===== config.mk =====
export PLATFORM = sky130hd
export DESIGN_NAME = lut_mac_accumulator
export DESIGN_NICKNAME = d
export VERILOG_FILES = /design/src/rtl/lut_mac_defs.sv /design/src/rtl/lut_mac_adder.sv /design/src/rtl/lut_mac_accumulator.sv
export SDC_FILE = /design/constraint.sdc
export NUM_CORES = 1
export LEC_CHECK = 0
export BUFFER_PORTS_ARGS = -buffer_cell sky130_fd_sc_hd__buf_2
export CORE_MARGIN = 4
export CORE_UTILIZATION = 58
export DETAILED_ROUTE_END_ITERATION = 8
export PLACE_DENSITY = 0.92
export SYNTH_ARGS = -nofsm -noshare
export SYNTH_HDL_FRONTEND = slang
export SYNTH_SLANG_ARGS = --single-unit

===== constraint.sdc =====
create_clock -name clk_mac -period 5.8 [get_ports clk_mac]
set_input_delay 1.74 -clock clk_mac [delete_from_list [all_inputs] [get_ports clk_mac]]
set_output_delay 1.74 -clock clk_mac [all_outputs]
set_load 0.03 [all_outputs]

===== src/rtl/lut_mac_defs.sv =====
// lut_mac_defs: shared FSM state encoding and default widths for the LUT MAC accumulate path
package lut_mac_defs;
    localparam int STATE_W = 2;
    localparam int DEF_PROD_W = 8;
    typedef enum logic [STATE_W-1:0] {
        IDLE  = 2'd0,
        ACCUM = 2'd1,
        DONE  = 2'd2
    } state_t;
endpackage


===== src/rtl/lut_mac_adder.sv =====
// lut_mac_adder: ACC_W-bit accumulate adder returning sum and carry-out
// LUT_MAC_SATURATE_EN: clamp the sum to all-ones on carry-out instead of wrapping
module lut_mac_adder #(
    parameter int ACC_W  = 10,
    parameter int PROD_W = 8
) (
    input  logic [ACC_W-1:0]  acc,
    input  logic [PROD_W-1:0] product,
    output logic [ACC_W-1:0]  sum,
    output logic              carry
);
    logic [ACC_W-1:0] raw;
    always_comb begin
        {carry, raw} = {1'b0, acc} + (ACC_W+1)'(product);
`ifdef LUT_MAC_SATURATE_EN
        sum = carry ? '1 : raw;
`else
        sum = raw;
`endif
    end
endmodule


===== src/rtl/lut_mac_accumulator.sv =====
// lut_mac_accumulator: sums LEN handshaked products and presents the total on a valid/ready port
// LUT_MAC_SATURATE_EN (in lut_mac_adder): saturating instead of wrapping accumulation
module lut_mac_accumulator
    import lut_mac_defs::*;
#(
    parameter int PROD_W = DEF_PROD_W,
    parameter int LEN    = 4,
    parameter int ACC_W  = 10,
    localparam int CNT_W = $clog2(LEN) + 1
) (
    input  logic              clk_mac,
    input  logic              reset_mac,
    input  logic              start_mac,
    input  logic [PROD_W-1:0] product_in,
    input  logic              product_valid,
    output logic              product_ready,
    output logic [ACC_W-1:0]  sum_out,
    output logic              sum_valid,
    input  logic              sum_ready,
    output logic [CNT_W-1:0]  count_out,
    output logic              busy,
    output logic              overflow
);
    localparam logic [CNT_W-1:0] LAST = CNT_W'(LEN - 1);
    state_t           state;
    logic [ACC_W-1:0] acc;
    logic [ACC_W-1:0] add_sum;
    logic             add_carry;
    lut_mac_adder #(.ACC_W(ACC_W), .PROD_W(PROD_W)) u_adder (
        .acc     (acc),
        .product (product_in),
        .sum     (add_sum),
        .carry   (add_carry)
    );
    assign product_ready = (state == ACCUM);
    assign busy          = (state != IDLE);
    always_ff @(posedge clk_mac) begin
        if (reset_mac) begin
            state     <= IDLE;
            acc       <= '0;
            count_out <= '0;
            sum_out   <= '0;
            sum_valid <= 1'b0;
            overflow  <= 1'b0;
        end else begin
            case (state)
                IDLE: if (start_mac) begin
                    state     <= ACCUM;
                    acc       <= '0;
                    count_out <= '0;
                    overflow  <= 1'b0;
                end
                ACCUM: if (product_valid) begin
                    acc       <= add_sum;
                    count_out <= count_out + 1'b1;
                    overflow  <= overflow | add_carry;
                    if (count_out == LAST) begin
                        state     <= DONE;
                        sum_out   <= add_sum;
                        sum_valid <= 1'b1;
                    end
                end
                DONE: if (sum_ready) begin
                    sum_valid <= 1'b0;
                    state     <= start_mac ? ACCUM : IDLE;
                    // back-to-back run: clear the run state in the same edge
                    if (start_mac) begin
                        acc       <= '0;
                        count_out <= '0;
                        overflow  <= 1'b0;
                    end
                end
                default: state <= IDLE;
            endcase
        end
    end
endmodule


==> out/qor.yml, run 1 <==
max_stage_delay_ns: 0.52
total_power_mw: 0.3310
grt-ovfl-total: 0
antenna_left: 0
clk_pin_slew_ns: 0.15
ys_warn_count: 0
grt_usage_pct: 20.15
power_density_nw_per_um2: 192.1
placedCellCount: 230
num_antenna_cells: 0
drv_slew: 0
h-tree-depth: 1
syn_nets: 206
ys_async_sr_fraction_pct: 0
critPathCaptureType: "flip-flop"
hold_buffers: 0
crit_fanout: 5
leakage_nw: 0.7164
avgSynthCellArea_sq_um: 8.607
cts_root_buffer: "clkbuf_4"
finalSetupViolations: 0
vias: 1440
setup_tns_ns: 0
fin_area_sq_um: 1723
first_global_vias: 1275
start_kind: "input pin"
finalHoldWorstSlack_ns: 0.4646
dpl.hpwl_microns: 2570
antenna_found_initial: 0
synthCells: 182
fin_skew_ns: 0.002529
first_pass_iters: 4
wl_microns: 3498
drcViolationCount: 0
hold_viol: 0
synth_area_sq_um: 1567
holdCritStartpoint: "sum_out[1]"
fmax_ghz: 0.3274
viasPerCell: 6.154
startpoint: "product_in[0]"
synth.distinct_cells: 46
fin_crit_ns: 3.055
tritoncts: "yes"
area_growth_pct: 9.984
fillers: 215
drive_gt1_share_pct: 21.08
die_area_sq_um: 3596
die_y_microns: 59.97
die_w_microns: 59.97
comb_power_share_pct: 16.6
clock_path_buffers: 2
cpMaxStageDelayCell: "or4_1"
grt_max_degree: 41
cts_resized: 0
rows: 18
place_area_sq_um: 1697
initial_core_util_pct: 62.10
seq_power_share_pct: 58.0
cts_setup_buffers: 0
nets: 229
synth_ff_type: "dfxtp_1"
ys_seq_area_share_pct: 34.50
relSlewSlack_pct: 54.86
cts.sinks: 27
setup_ws_ns: 2.745
port_buffers: 29
critPathArrivalTime_ns: 3.34
rsz0062_at_grt: "false"
clock_latency_ns: 0.33
cap_violations: 0
gp_congestion: 0.8957
first_iter_violations: 49
synth_edf_count: 0
fin_cells: 234
critical_path_class: "in2reg"
pwr-share-clk_pct: 25.4
cts_made_buffers: 3
dp_slack_ns: 2.403
wire_per_inst_microns: 14.95
ys_seq_elements: 27
path_cells: "buf_2, ha_1, fa_1, nand3_2, a211oi_2, or4_1, nand3_1"
status: "completed"
r2r_start: "count_out[0]"
hp-class: "reg2reg"
critPathRequiredTime_ns: 6.08
p_sw_mw: 0.09496
grt_pass1_wl_microns: 5547
fin_crit_sh_pct: 52.66
finish.utilization_pct: 68.30
p_sw_share_pct: 28.69
ios: 30
p_int_mw: 0.2361
worst_slew_pin_slew_ns: 0.6771
vdd_drop_max_v: 0.0001330
core_area_sq_um: 2522
[layer usage]
layer | track usage (%) | share of wire (%) | vias to the layer above
met1 | 24.51 | 45 | 687
met2 | 35.80 | 50 | 29
li1 | - | - | 716
met5 | 0 | 0 | -
met3 | 2.808 | 3.3 | 8
met4 | 6.962 | 1.7 | 0
[state kept, by name (all words and copies together) (netlist names)]
register and flops:
sum_out 10, state 2, sum_valid 1, count_out 3, acc 10, overflow 1
[critical path, delay by kind of cell]
kind                     cells  cell delay, ns
adder cells (fa/ha/maj)      2            0.65
AND/OR/NAND/NOR              3            0.75
AO/OA/AOI/OAI                1            0.10
buffers and inverters        1            0.10
[final cells by class]
class	count	area [sq um]	area share [%]
Multi-Input combinational cell	142	965.9	56.06
Tap cell	30	37.54	2.179
Clock buffer	4	26.28	1.525
Sequential cell	27	540.5	31.37
Timing Repair Buffer	29	145.1	8.424
Inverter	2	7.507	0.4357
[cells in the mapped netlist, types with 2 or more instances]
cell,n,share of area (%)
clkbuf_1,6,1.4
ha_1,10,8.0
a22oi_1,4,1.9
o311ai_0,2,1.1
o21ai_0,5,1.6
clkbuf_2,2,0.64
nand3_1,3,0.96
o211ai_1,9,4.3
nor3_1,3,0.96
nand3b_1,10,4.8
inv_1,2,0.48
o31ai_1,2,0.96
a211o_1,2,1.1
o21a_1,2,0.96
nand2_1,15,3.6
a21oi_1,13,4.2
or3_1,7,2.8
a21o_1,2,0.96
nor2_1,21,5.0
nand2b_1,6,2.4
buf_4,2,0.96
dfxtp_1,27,35
nor2b_1,2,0.80
or2_2,2,0.80
a21oi_2,2,1.1
[final timing paths]
| check | end | slack, ns | depth (start not counted) |
|---|---|---|---|
| min reg2reg | sum_out[1] | 0.46 | 2 |
| min | sum_out[1] | 0.46 | 2 |
| max | sum_out[8] | 2.75 | 7 |
| max reg2reg | sum_out[8] | 3.83 | 5 |
[cell usage in the layout, fill, tap and decap left out, types with 2 or more instances in the layout]
master,count
a21oi_1,13
o211ai_1,9
inv_1,2
a21oi_2,2
o31ai_1,2
nand3_1,3
a21o_1,2
ha_1,10
dfxtp_1,27
or3_1,7
nor2_1,21
clkbuf_4,3
nand3b_1,10
a211o_1,2
o21a_1,2
or2_2,2
o311ai_0,2
o21ai_0,5
nor2b_1,2
nand2_1,15
a22oi_1,4
nand2b_1,6
nor3_1,3
buf_2,29
[cells by family (layout without fill, tap and decap cells)]
kind of cell	after synthesis	count (layout)	synth area share (%)
AOI/OAI and AO/OA	53	53	25.08
DFF	27	27	34.50
xor gates and xnor gates	2	2	1.118
adders and majority gates	11	11	9.265
buffers and inverters	13	35	3.833
and+or+nand+nor	76	76	26.20
[power by group through the flow]
| stage | Combinational [mW] | Sequential [mW] | Clock (mW) |
|---|---|---|---|
| floorplan | 0.0407 | 0.196 | 0 |
| global placement | 0.0520 | 0.196 | 0 |
| detailed placement | 0.0543 | 0.196 | 0 |
| CTS | 0.0546 | 0.192 | 0.0856 |
| global route | 0.0599 | 0.192 | 0.0936 |
| finish | 0.0551 | 0.192 | 0.0841 |
Note: power is estimated with default switching activity, not from simulation.
==> run 2: changes to the inputs <==
--- a/config.mk
+++ b/config.mk
@@ -7,9 +7,9 @@
 export LEC_CHECK = 0
 export BUFFER_PORTS_ARGS = -buffer_cell sky130_fd_sc_hd__buf_2
 export CORE_MARGIN = 4
-export CORE_UTILIZATION = 58
+export CORE_UTILIZATION = 54
 export DETAILED_ROUTE_END_ITERATION = 8
-export PLACE_DENSITY = 0.92
+export PLACE_DENSITY = 0.87
 export SYNTH_ARGS = -nofsm -noshare
 export SYNTH_HDL_FRONTEND = slang
 export SYNTH_SLANG_ARGS = --single-unit
==> constraint.sdc (replaced) <==
create_clock -name clk_mac -period 2.99 [get_ports clk_mac]
set_input_delay 0.897 -clock clk_mac [delete_from_list [all_inputs] [get_ports clk_mac]]
set_output_delay 0.897 -clock clk_mac [all_outputs]
set_load 0.03 [all_outputs]
==> out/qor.yml, run 2 (synthesis results as in run 1) <==
tritoncts: "yes"
viasPerCell: 6.098  # -0.91%
hold_viol: 0  # unchanged
cts_setup_buffers: 0  # unchanged
grt_usage_pct: 19.12  # -1.0 points
setup_tns_ns: 0  # unchanged
p_sw_mw: 0.1869  # +97%
gp_congestion: 0.7966  # -11%
vias: 1433  # -0.49%
cts.sinks: 27  # unchanged
max_stage_delay_ns: 0.51  # about the same
port_buffers: 29  # unchanged
setup_ws_ns: 0.7986  # -1.947 ns
hold_end: "sum_out[3]"
nets: 229  # unchanged
die_w_microns: 61.86  # +3.2%
critPathArrivalTime_ns: 2.48  # -0.86 ns
die_y_microns: 61.86  # +3.2%
worst_slew_pin_slew_ns: 0.6610  # -0.01605 ns
start_kind: "input pin"
r2r_start: "count_out[0]"
area_growth_pct: 10.30
critPathCaptureType: "flip-flop"
reg.largest.list: "acc: 10 flops, sum_out: 10 flops, count_out: 3 flops"
fmax_ghz: 0.4563
fin_crit_sh_pct: 73.29
wire_per_inst_microns: 14.51  # -2.9%
clock_latency_ns: 0.33  # about the same
finalHoldWorstSlack_ns: 0.4667  # +0.002046 ns
critPathRequiredTime_ns: 3.27  # -2.81 ns
relSlewSlack_pct: 55.93  # +1.1 points
path_cells: "buf_2, ha_1, fa_1, nand3_2, a211oi_2, or4_1, nand3_1"
cap_violations: 0  # unchanged
first_iter_violations: 72  # +47%
grt-ovfl-total: 0  # unchanged
first_pass_iters: 4  # unchanged
comb_power_share_pct: 16.5  # about the same
drive_gt1_share_pct: 21.57  # +0.49 points
cpMaxStageDelayCell: "or4_1"
cts_made_buffers: 3  # unchanged
holdCritStartpoint: "sum_out[3]"
cts_resized: 0  # unchanged
power_density_nw_per_um2: 372.4  # +94%
leakage_nw: 0.7153  # -0.14%
antenna_left: 0  # unchanged
crit_fanout: 5  # unchanged
core_area_sq_um: 2758  # +9.3%
drv_slew: 0  # unchanged
initial_core_util_pct: 56.81  # -5.3 points
status: "completed"
grt_max_degree: 41  # unchanged
grt_pass1_wl_microns: 5554  # +0.13%
final_cell_mix: "29 x buf_2, 27 x dfxtp_1, 21 x nor2_1"
dpl.hpwl_microns: 2371  # -7.7%
dp_slack_ns: 0.4657  # -1.937 ns
rsz0062_at_grt: "false"
pwr-share-clk_pct: 25.6  # +0.2 points
reg2reg_depth: 5  # unchanged
first_global_vias: 1288  # +1.0%
critical_path_class: "in2reg"
p_sw_share_pct: 29.05  # +0.36 points
clk_pin_slew_ns: 0.15  # about the same
min_path_cells: 2  # unchanged
clock_path_buffers: 2  # unchanged
p_int_mw: 0.4566  # +93%
layout_commonest_cell: "buf_2"
hp-class: "reg2reg"
finalSetupViolations: 0  # unchanged
wl_microns: 3411  # -2.5%
h-tree-depth: 1  # unchanged
timing.rr.end: "sum_out[8]"
vdd_drop_max_v: 0.0002568  # +93%
fin_crit_ns: 2.191
die_area_sq_um: 3827  # +6.4%
num_antenna_cells: 0  # unchanged
reg2reg_slack_ns: 1.00  # -2.83 ns
hold_buffers: 0  # unchanged
ios: 30  # unchanged
antenna_found_initial: 0  # unchanged
drcViolationCount: 0  # unchanged
rows: 19  # +1
fin_skew_ns: 0.002320  # -0.0002091 ns
seq_power_share_pct: 57.8  # -0.2 points
cts_root_buffer: "clkbuf_4"
[run 2: cell count changes in the layout (fill, tap and decap cells not counted), sizes merged]
cell / change
clkbuf: -1
clkinvlp: +1
[run 2: worst max-delay path by stage]
stage	startpoint	to	slack, ns	cells past startpoint
after global routing	state[0]	product_ready	0.76	2
final	product_in[0]	sum_out[8]	0.80	7
after global placement	product_in[0]	sum_out[8]	0.49	7
after floorplan	product_in[0]	sum_out[8]	0.65	6
after CTS	product_in[0]	sum_out[8]	0.81	7
after detailed placement	product_in[0]	sum_out[8]	0.47	7
[run 2: cell type report]
| cell class | instances | area [sq um] |
|---|---|---|
| sequential | 27 | 540.5 |
| fill | 236 | 1030 |
| clock inverter | 1 | 7.507 |
| clock buffer | 3 | 22.52 |
| multi-input combinational | 142 | 965.9 |
| tap | 31 | 38.79 |
| timing repair buffer | 29 | 145.1 |
| inverter | 2 | 7.507 |
[run 2: layer usage]
metal / share of wire (%) / vias up / GRT usage [%]
met5: 0 / - / 0
met4: 0.79 / 0 / 7.879
met3: 5.0 / 4 / 2.686
met2: 48 / 42 / 31.39
met1: 46 / 676 / 25.16
li1: - / 711 / -
[run 2: through the flow]
stage               cell area [sq um]  utilization (%)  instances  total power, mW
global route                     1728            62.66        235           0.6741
global placement                 1698            61.57        231           0.4817
CTS                              1728            62.66        235           0.6476
finish                           1728            62.66        235           0.6435
detailed placement               1698            61.57        231           0.4836
floorplan                        1567                -        182           0.4590
[run 2: power by group through the flow]
stage	clock (mW)	combinational (mW)	sequential [mW]
floorplan	0	0.0789	0.380
global placement	0	0.102	0.379
detailed placement	0	0.104	0.380
CTS	0.171	0.105	0.372
global route	0.184	0.116	0.373
finish	0.165	0.106	0.372
[run 2: critical path: cells and delay by family]
kind            cells  cell delay [ns]
buf+inv             1             0.10
simple gates        3             0.74
compound gates      1             0.10
fa+ha+maj           2             0.64
